$ cat config.mk
export PLATFORM = sky130hd
export DESIGN_NAME = uart_tx_arbiter
export DESIGN_NICKNAME = d
export VERILOG_FILES = /design/src/rtl/sdad_pkg.sv /design/src/rtl/rr_pick.sv /design/src/rtl/uart_tx_arbiter.sv
export SDC_FILE = /design/constraint.sdc
export NUM_CORES = 1
export LEC_CHECK = 0
export ABC_AREA = 1
export CAP_MARGIN = 20
export CORE_MARGIN = 2
export CORE_UTILIZATION = 45
export CTS_CLUSTER_SIZE = 30
export DETAILED_ROUTE_END_ITERATION = 6
export GPL_TIMING_DRIVEN = 0
export PLACE_DENSITY = 0.86
export SKIP_CTS_REPAIR_TIMING = 1
export SLEW_MARGIN = 20
export SYNTH_ARGS = -nofsm -noshare
export SYNTH_HDL_FRONTEND = slang
export SYNTH_SLANG_ARGS = --single-unit
$ cat constraint.sdc
create_clock -name sysClk -period 2.15 [get_ports sysClk]
set_input_delay 0.5375 -clock sysClk [delete_from_list [all_inputs] [get_ports sysClk]]
set_output_delay 0.5375 -clock sysClk [all_outputs]
set_load 0.02 [all_outputs]
$ cat src/rtl/sdad_pkg.sv
// Shared definitions for the UART transmit path: arbiter FSM state
// encoding and the byte width of the UART transmitter.
package sdad_pkg;

  localparam int C_UART_DATA_WIDTH = 8;

  localparam logic [0:0] ST_IDLE = 1'b0;
  localparam logic [0:0] ST_LOCK = 1'b1;

endpackage

$ cat src/rtl/rr_pick.sv
// Round-robin picker: starting one position after ptr and wrapping, the
// first asserted request wins. Purely combinational.
module rr_pick #(
  parameter int C_REQ   = 4,
  parameter int C_IDX_W = 2
) (
  input  logic [C_REQ-1:0]   req,
  input  logic [C_IDX_W-1:0] ptr,
  output logic [C_REQ-1:0]   grant,
  output logic [C_IDX_W-1:0] idx
);

  // Walk the requesters in priority order and keep the first one found
  always_comb begin
    logic found;
    int   cand;
    grant = '0;
    idx   = '0;
    found = 1'b0;
    cand  = 0;
    for (int i = 1; i <= C_REQ; i++) begin
      cand = int'(ptr) + i;
      if (cand >= C_REQ) cand = cand - C_REQ;
      if (!found && req[C_IDX_W'(cand)]) begin
        found = 1'b1;
        grant[C_IDX_W'(cand)] = 1'b1;
        idx   = C_IDX_W'(cand);
      end
    end
  end

endmodule

$ cat src/rtl/uart_tx_arbiter.sv
// Frame-level arbiter in front of a single UART transmitter. A requester
// owns the transmitter from its first byte until its last byte, so bytes of
// different frames never interleave. Owners are chosen round-robin.
// Optional feature macro: UART_ARB_TIMEOUT_EN releases a lock whose owner
// has stalled for C_TIMEOUT cycles and pulses oTimeout.
module uart_tx_arbiter
  import sdad_pkg::*;
#(
  parameter int C_REQ        = 4,
  parameter int C_DATA_WIDTH = C_UART_DATA_WIDTH,
  parameter int C_TIMEOUT    = 1000000
) (
  input  logic                          sysClk,
  input  logic                          sysRst,
  input  logic [C_REQ-1:0]              iReqValid,
  input  logic [C_REQ*C_DATA_WIDTH-1:0] iReqData,
  input  logic [C_REQ-1:0]              iReqLast,
  output logic [C_REQ-1:0]              oReqReady,
  output logic [C_DATA_WIDTH-1:0]       oTxData,
  output logic                          oTxValid,
  input  logic                          iTxReady,
  output logic [C_REQ-1:0]              oGrant,
  output logic                          oTimeout
);

  localparam int IDX_W = $clog2(C_REQ);

  logic [0:0]              state;
  logic [IDX_W-1:0]        ptr;
  logic [IDX_W-1:0]        owner_idx;
  logic [C_REQ-1:0]        owner_oh;
  logic [C_REQ-1:0]        pick_grant;
  logic [IDX_W-1:0]        pick_idx;
  logic [C_DATA_WIDTH-1:0] tx_data;
  logic                    tx_valid;
  logic                    owner_valid;
  logic                    owner_last;
  logic                    owner_ready;
  logic                    accept;
  logic                    stall_expire;
  logic [C_DATA_WIDTH-1:0] owner_byte;

  rr_pick #(
    .C_REQ   (C_REQ),
    .C_IDX_W (IDX_W)
  ) u_pick (
    .req   (iReqValid),
    .ptr   (ptr),
    .grant (pick_grant),
    .idx   (pick_idx)
  );

  // Owner's view of the handshake; ready is held off during reset so no byte is taken
  always_comb begin
    owner_valid = |(iReqValid & owner_oh);
    owner_last  = |(iReqLast & owner_oh);
    owner_byte  = iReqData[owner_idx*C_DATA_WIDTH +: C_DATA_WIDTH];
    owner_ready = (state == ST_LOCK) && !sysRst && (!tx_valid || iTxReady);
    accept      = owner_ready && owner_valid;
  end

  assign oReqReady = owner_ready ? owner_oh : '0;
  assign oGrant    = ((state == ST_LOCK) && !sysRst) ? owner_oh : '0;
  assign oTxData   = tx_data;
  assign oTxValid  = tx_valid;

  // Arbitration FSM: pick an owner when idle, release on last byte or stall expiry
  always_ff @(posedge sysClk) begin
    if (sysRst) begin
      state     <= ST_IDLE;
      ptr       <= IDX_W'(C_REQ - 1);
      owner_idx <= '0;
      owner_oh  <= '0;
    end else begin
      case (state)
        ST_IDLE: begin
          if (|iReqValid) begin
            owner_idx <= pick_idx;
            owner_oh  <= pick_grant;
            state     <= ST_LOCK;
          end
        end
        ST_LOCK: begin
          if ((accept && owner_last) || stall_expire) begin
            ptr   <= owner_idx;
            state <= ST_IDLE;
          end
        end
        default: state <= ST_IDLE;
      endcase
    end
  end

  // Output byte register: load on acceptance, hold until the transmitter takes it
  always_ff @(posedge sysClk) begin
    if (sysRst) begin
      tx_valid <= 1'b0;
      tx_data  <= '0;
    end else if (accept) begin
      tx_data  <= owner_byte;
      tx_valid <= 1'b1;
    end else if (iTxReady) begin
      tx_valid <= 1'b0;
    end
  end

`ifdef UART_ARB_TIMEOUT_EN
  localparam int CNT_W = $clog2(C_TIMEOUT + 1);

  logic [CNT_W-1:0] stall_cnt;
  logic             timeout_q;

  assign stall_expire = (state == ST_LOCK) && !owner_valid &&
                        (stall_cnt == CNT_W'(C_TIMEOUT - 1));
  assign oTimeout     = timeout_q;

  // Count consecutive locked cycles with the owner silent; any owner activity restarts it
  always_ff @(posedge sysClk) begin
    if (sysRst) begin
      stall_cnt <= '0;
      timeout_q <= 1'b0;
    end else begin
      timeout_q <= stall_expire;
      if ((state != ST_LOCK) || owner_valid || stall_expire) begin
        stall_cnt <= '0;
      end else begin
        stall_cnt <= stall_cnt + 1'b1;
      end
    end
  end
`else
  // Lock is never released by stalling; the comparison folds to constant 0
  assign stall_expire = (C_TIMEOUT < 0);
  assign oTimeout     = 1'b0;
`endif

endmodule

==> out/qor.json <==
{
  "finish": {
    "layout.nets": 365,
    "layout.area.seq_um2": 365.4,
    "drive_above_1_share_pct": 14.74,
    "syn2layout_area_growth_pct": 41.63,
    "multiInputGateArea_um2": 1097,
    "final_cell_count_no_fill": 358,
    "layout_commonest_cell": "sky130_fd_sc_hd__nor2_1",
    "most-common-layout-cells": "sky130_fd_sc_hd__nor2_1 (51), sky130_fd_sc_hd__clkdlybuf4s50_1 (50), sky130_fd_sc_hd__nand2_1 (46)",
    "layout.filler_cells": 307,
    "antennaDiodeCount": 0
  },
  "setup_path": {
    "timing.critical_path.from": "iTxReady",
    "worst_r2r_path_depth": 12,
    "cp_bufs_invs": 3,
    "number_of_gates_on_the_worst_path_with_buffers_counted": 6,
    "worstPathRequired_ns": 1.61,
    "worst_path_most_repeated_cell": "sky130_fd_sc_hd__nor2_1",
    "end_kind": "primary output",
    "cp_max_fo": 5,
    "worstReg2RegStart": "ptr[0]",
    "critical_path.max_stage_delay_ns": 0.46,
    "endpoint": "oReqReady[0]",
    "critical_path_arrival_ns": 1.54,
    "cp_cell_sequence": "clkdlybuf4s50_1 -> nor2_1 -> nor2_1 -> inv_2 -> nor2_1 -> clkbuf_2",
    "setup.worst_path.class": "input port to primary output",
    "setup_slack_of_the_worst_register_to_register_path_ns": 0.19,
    "crit_path_start_kind": "input port",
    "r2r_end": "owner_idx[0]",
    "critical-path-top-delay-family": "buffers and inverters",
    "critical_path_s_slowest_cell": "sky130_fd_sc_hd__clkdlybuf4s50_1"
  },
  "global_route": {
    "antenna_found_initial": 0,
    "grt.total_usage_pct": 23.96,
    "grt_pass1_vias": 1841,
    "first_pass_grt_wire_length_um": 8079,
    "grt-ovfl-total": 0,
    "largest_net_degree_at_the_start_of_global_routing": 14
  },
  "clock_network": {
    "cts_buffers": 3,
    "cts.sink_count": 18,
    "clkTransAtPathRegs_ns": 0.10,
    "clock_tree_from_tritoncts": "done",
    "cts_buffer_depth": 2,
    "clock_insertion_delay_worst_skew_ns": 0.29,
    "ctsHtreeMaxLevel": 1,
    "ctsRootBufferMaster": "sky130_fd_sc_hd__clkbuf_4"
  },
  "power": {
    "peakVddDrop_mv": 0.2719,
    "power.density_cell_area_nw_per_um2": 485.1,
    "design_power_total_mw": 1.115,
    "power.leakage_nw": 1.117
  },
  "timing": {
    "period_minus_slack_ns": 2.079,
    "final.hold.worst_slack_ns": 0.5324,
    "grt_setup_unrepaired": "yes",
    "report.final.setup_viol": 0,
    "timing.clock.skew_ns": 0.005009,
    "finalCritPeriodShare_pct": 96.68,
    "max_freq_mhz": 481.1,
    "final-max-slew-violation-count": 0,
    "final_hold_viol_count": 0
  },
  "route": {
    "avgViaCountPerCell": 5.045,
    "postRouteWirelength_um": 4644,
    "first_pass_iters": 4,
    "detail_route.wl_per_cell_um": 12.97,
    "violation_count_after_the_first_detailed_routing_iteration": 133,
    "drcViolationCount": 0,
    "routed-via-count": 1806,
    "antenna_left": 0
  },
  "yosys": {
    "yosys_warn_count": 0,
    "postSynthAreaPerCell_um2": 6.491,
    "netlist_instances": 250,
    "netlist_area_um2": 1623,
    "yosys_register_bits": 18,
    "synth_nets": 301,
    "synthDistinctLibCells": 31,
    "seq_area_frac_synth_pct": 22.21
  },
  "floorplan": {
    "io-pin-count": 61,
    "die-height_um": 64.05,
    "die-width_um": 64.05,
    "core.rowCount": 21,
    "core_area_um2": 3390,
    "fp.dieArea_um2": 4102,
    "start_util_pct": 47.88
  },
  "worst_hold_path": {
    "min-delay-path-class": "flop to flop"
  },
  "placed_design": {
    "post-dp-hpwl_um": 3642,
    "dp.cells": 355,
    "port_buffers": 59,
    "final_weighted_congestion_in_routability_driven_placement": 0.9489
  },
  "flow_run": {
    "max_cap_viols": 0
  },
  "status": {
    "status": "completed"
  }
}
-- through the flow --
step	instance area (µm²)	setup WS (ns)	TNS [ns]	utilization (%)
after floorplan	1623	0.3027	0	-
after detailed placement	2271	-0.6336	-4.350	67.00
after global routing	2298	-0.001435	-0.001435	67.81
after global placement	2271	-0.6147	-3.993	67.00
after CTS	2293	-0.6452	-4.230	67.66
final	2298	0.07142	0	67.81
-- report_power, final --
group	switching, mW	internal (mW)
sequential	0.0248	0.370
clock	0.107	0.0651
combinational	0.315	0.232
-- logic make-up after synthesis --
logic type	share of synthesized area (%)
compound gates	19.74
other cells	0.2311
simple gates	41.33
flops	22.21
buf+inv	10.33
fa+ha+maj	6.168
-- tightest hold or removal path, delay by kind of cell, from the launching register on --
family             cells  cell delay (ns)
DFF                    1             0.34
AOI/OAI and AO/OA      1             0.08
and+or+nand+nor        1             0.08
-- cell type report --
type / count / share of cell area [%]
sequential: 18 / 15.90
buffer: 8 / 2.613
inverter: 28 / 4.682
clock buffer: 3 / 0.9799
tap: 46 / 2.504
timing repair buffer: 59 / 25.59
multi-input combinational: 196 / 47.74
-- synthesized netlist by cell type (all sizes together) --
cell type  number  area share [%]
ha              8             6.2
dfxtp          18              22
clkbuf          3            0.69
o22ai          10             3.9
o21a            1            0.46
buf             5             3.0
nand2          55              15
a21oi           9             3.0
nor2           57              16
nand3          19             9.4
a21boi          2            0.92
o211ai          2            0.92
inv            28             6.6
conb            1            0.23
a31oi           1             1.3
nand4           1            0.39
o21ai          30             9.3
-- worst min path at each step --
| stage | startpoint | cells past startpoint | to | slack, ns |
|---|---|---|---|---|
| floorplan | owner_oh[1] | 2 | owner_oh[1] | 0.52 |
| global placement | oTxData[1] | 2 | oTxData[1] | 0.49 |
| detailed placement | oTxData[0] | 2 | oTxData[0] | 0.51 |
| CTS | oTxData[7] | 2 | oTxData[7] | 0.54 |
| global route | sysRst | 2 | owner_idx[0] | 0.56 |
| finish | oTxData[7] | 2 | oTxData[7] | 0.53 |
-- layer usage --
layer	vias to the layer above	track usage (%)	share of wire [%]	wire length, µm
li1	930	-	-	-
met1	831	30.46	46	2126
met2	43	42.71	49	2271
met3	2	4.049	5.2	241
met4	0	3.804	0.086	4
met5	-	0	0	0
-- sequential cells by signal (all words and copies together) (netlist names) --
register / count
oTxData: 8
owner_oh: 4
owner_idx: 2
ptr: 2
oTxValid: 1
state: 1
Note: power is estimated with default switching activity, not from simulation.
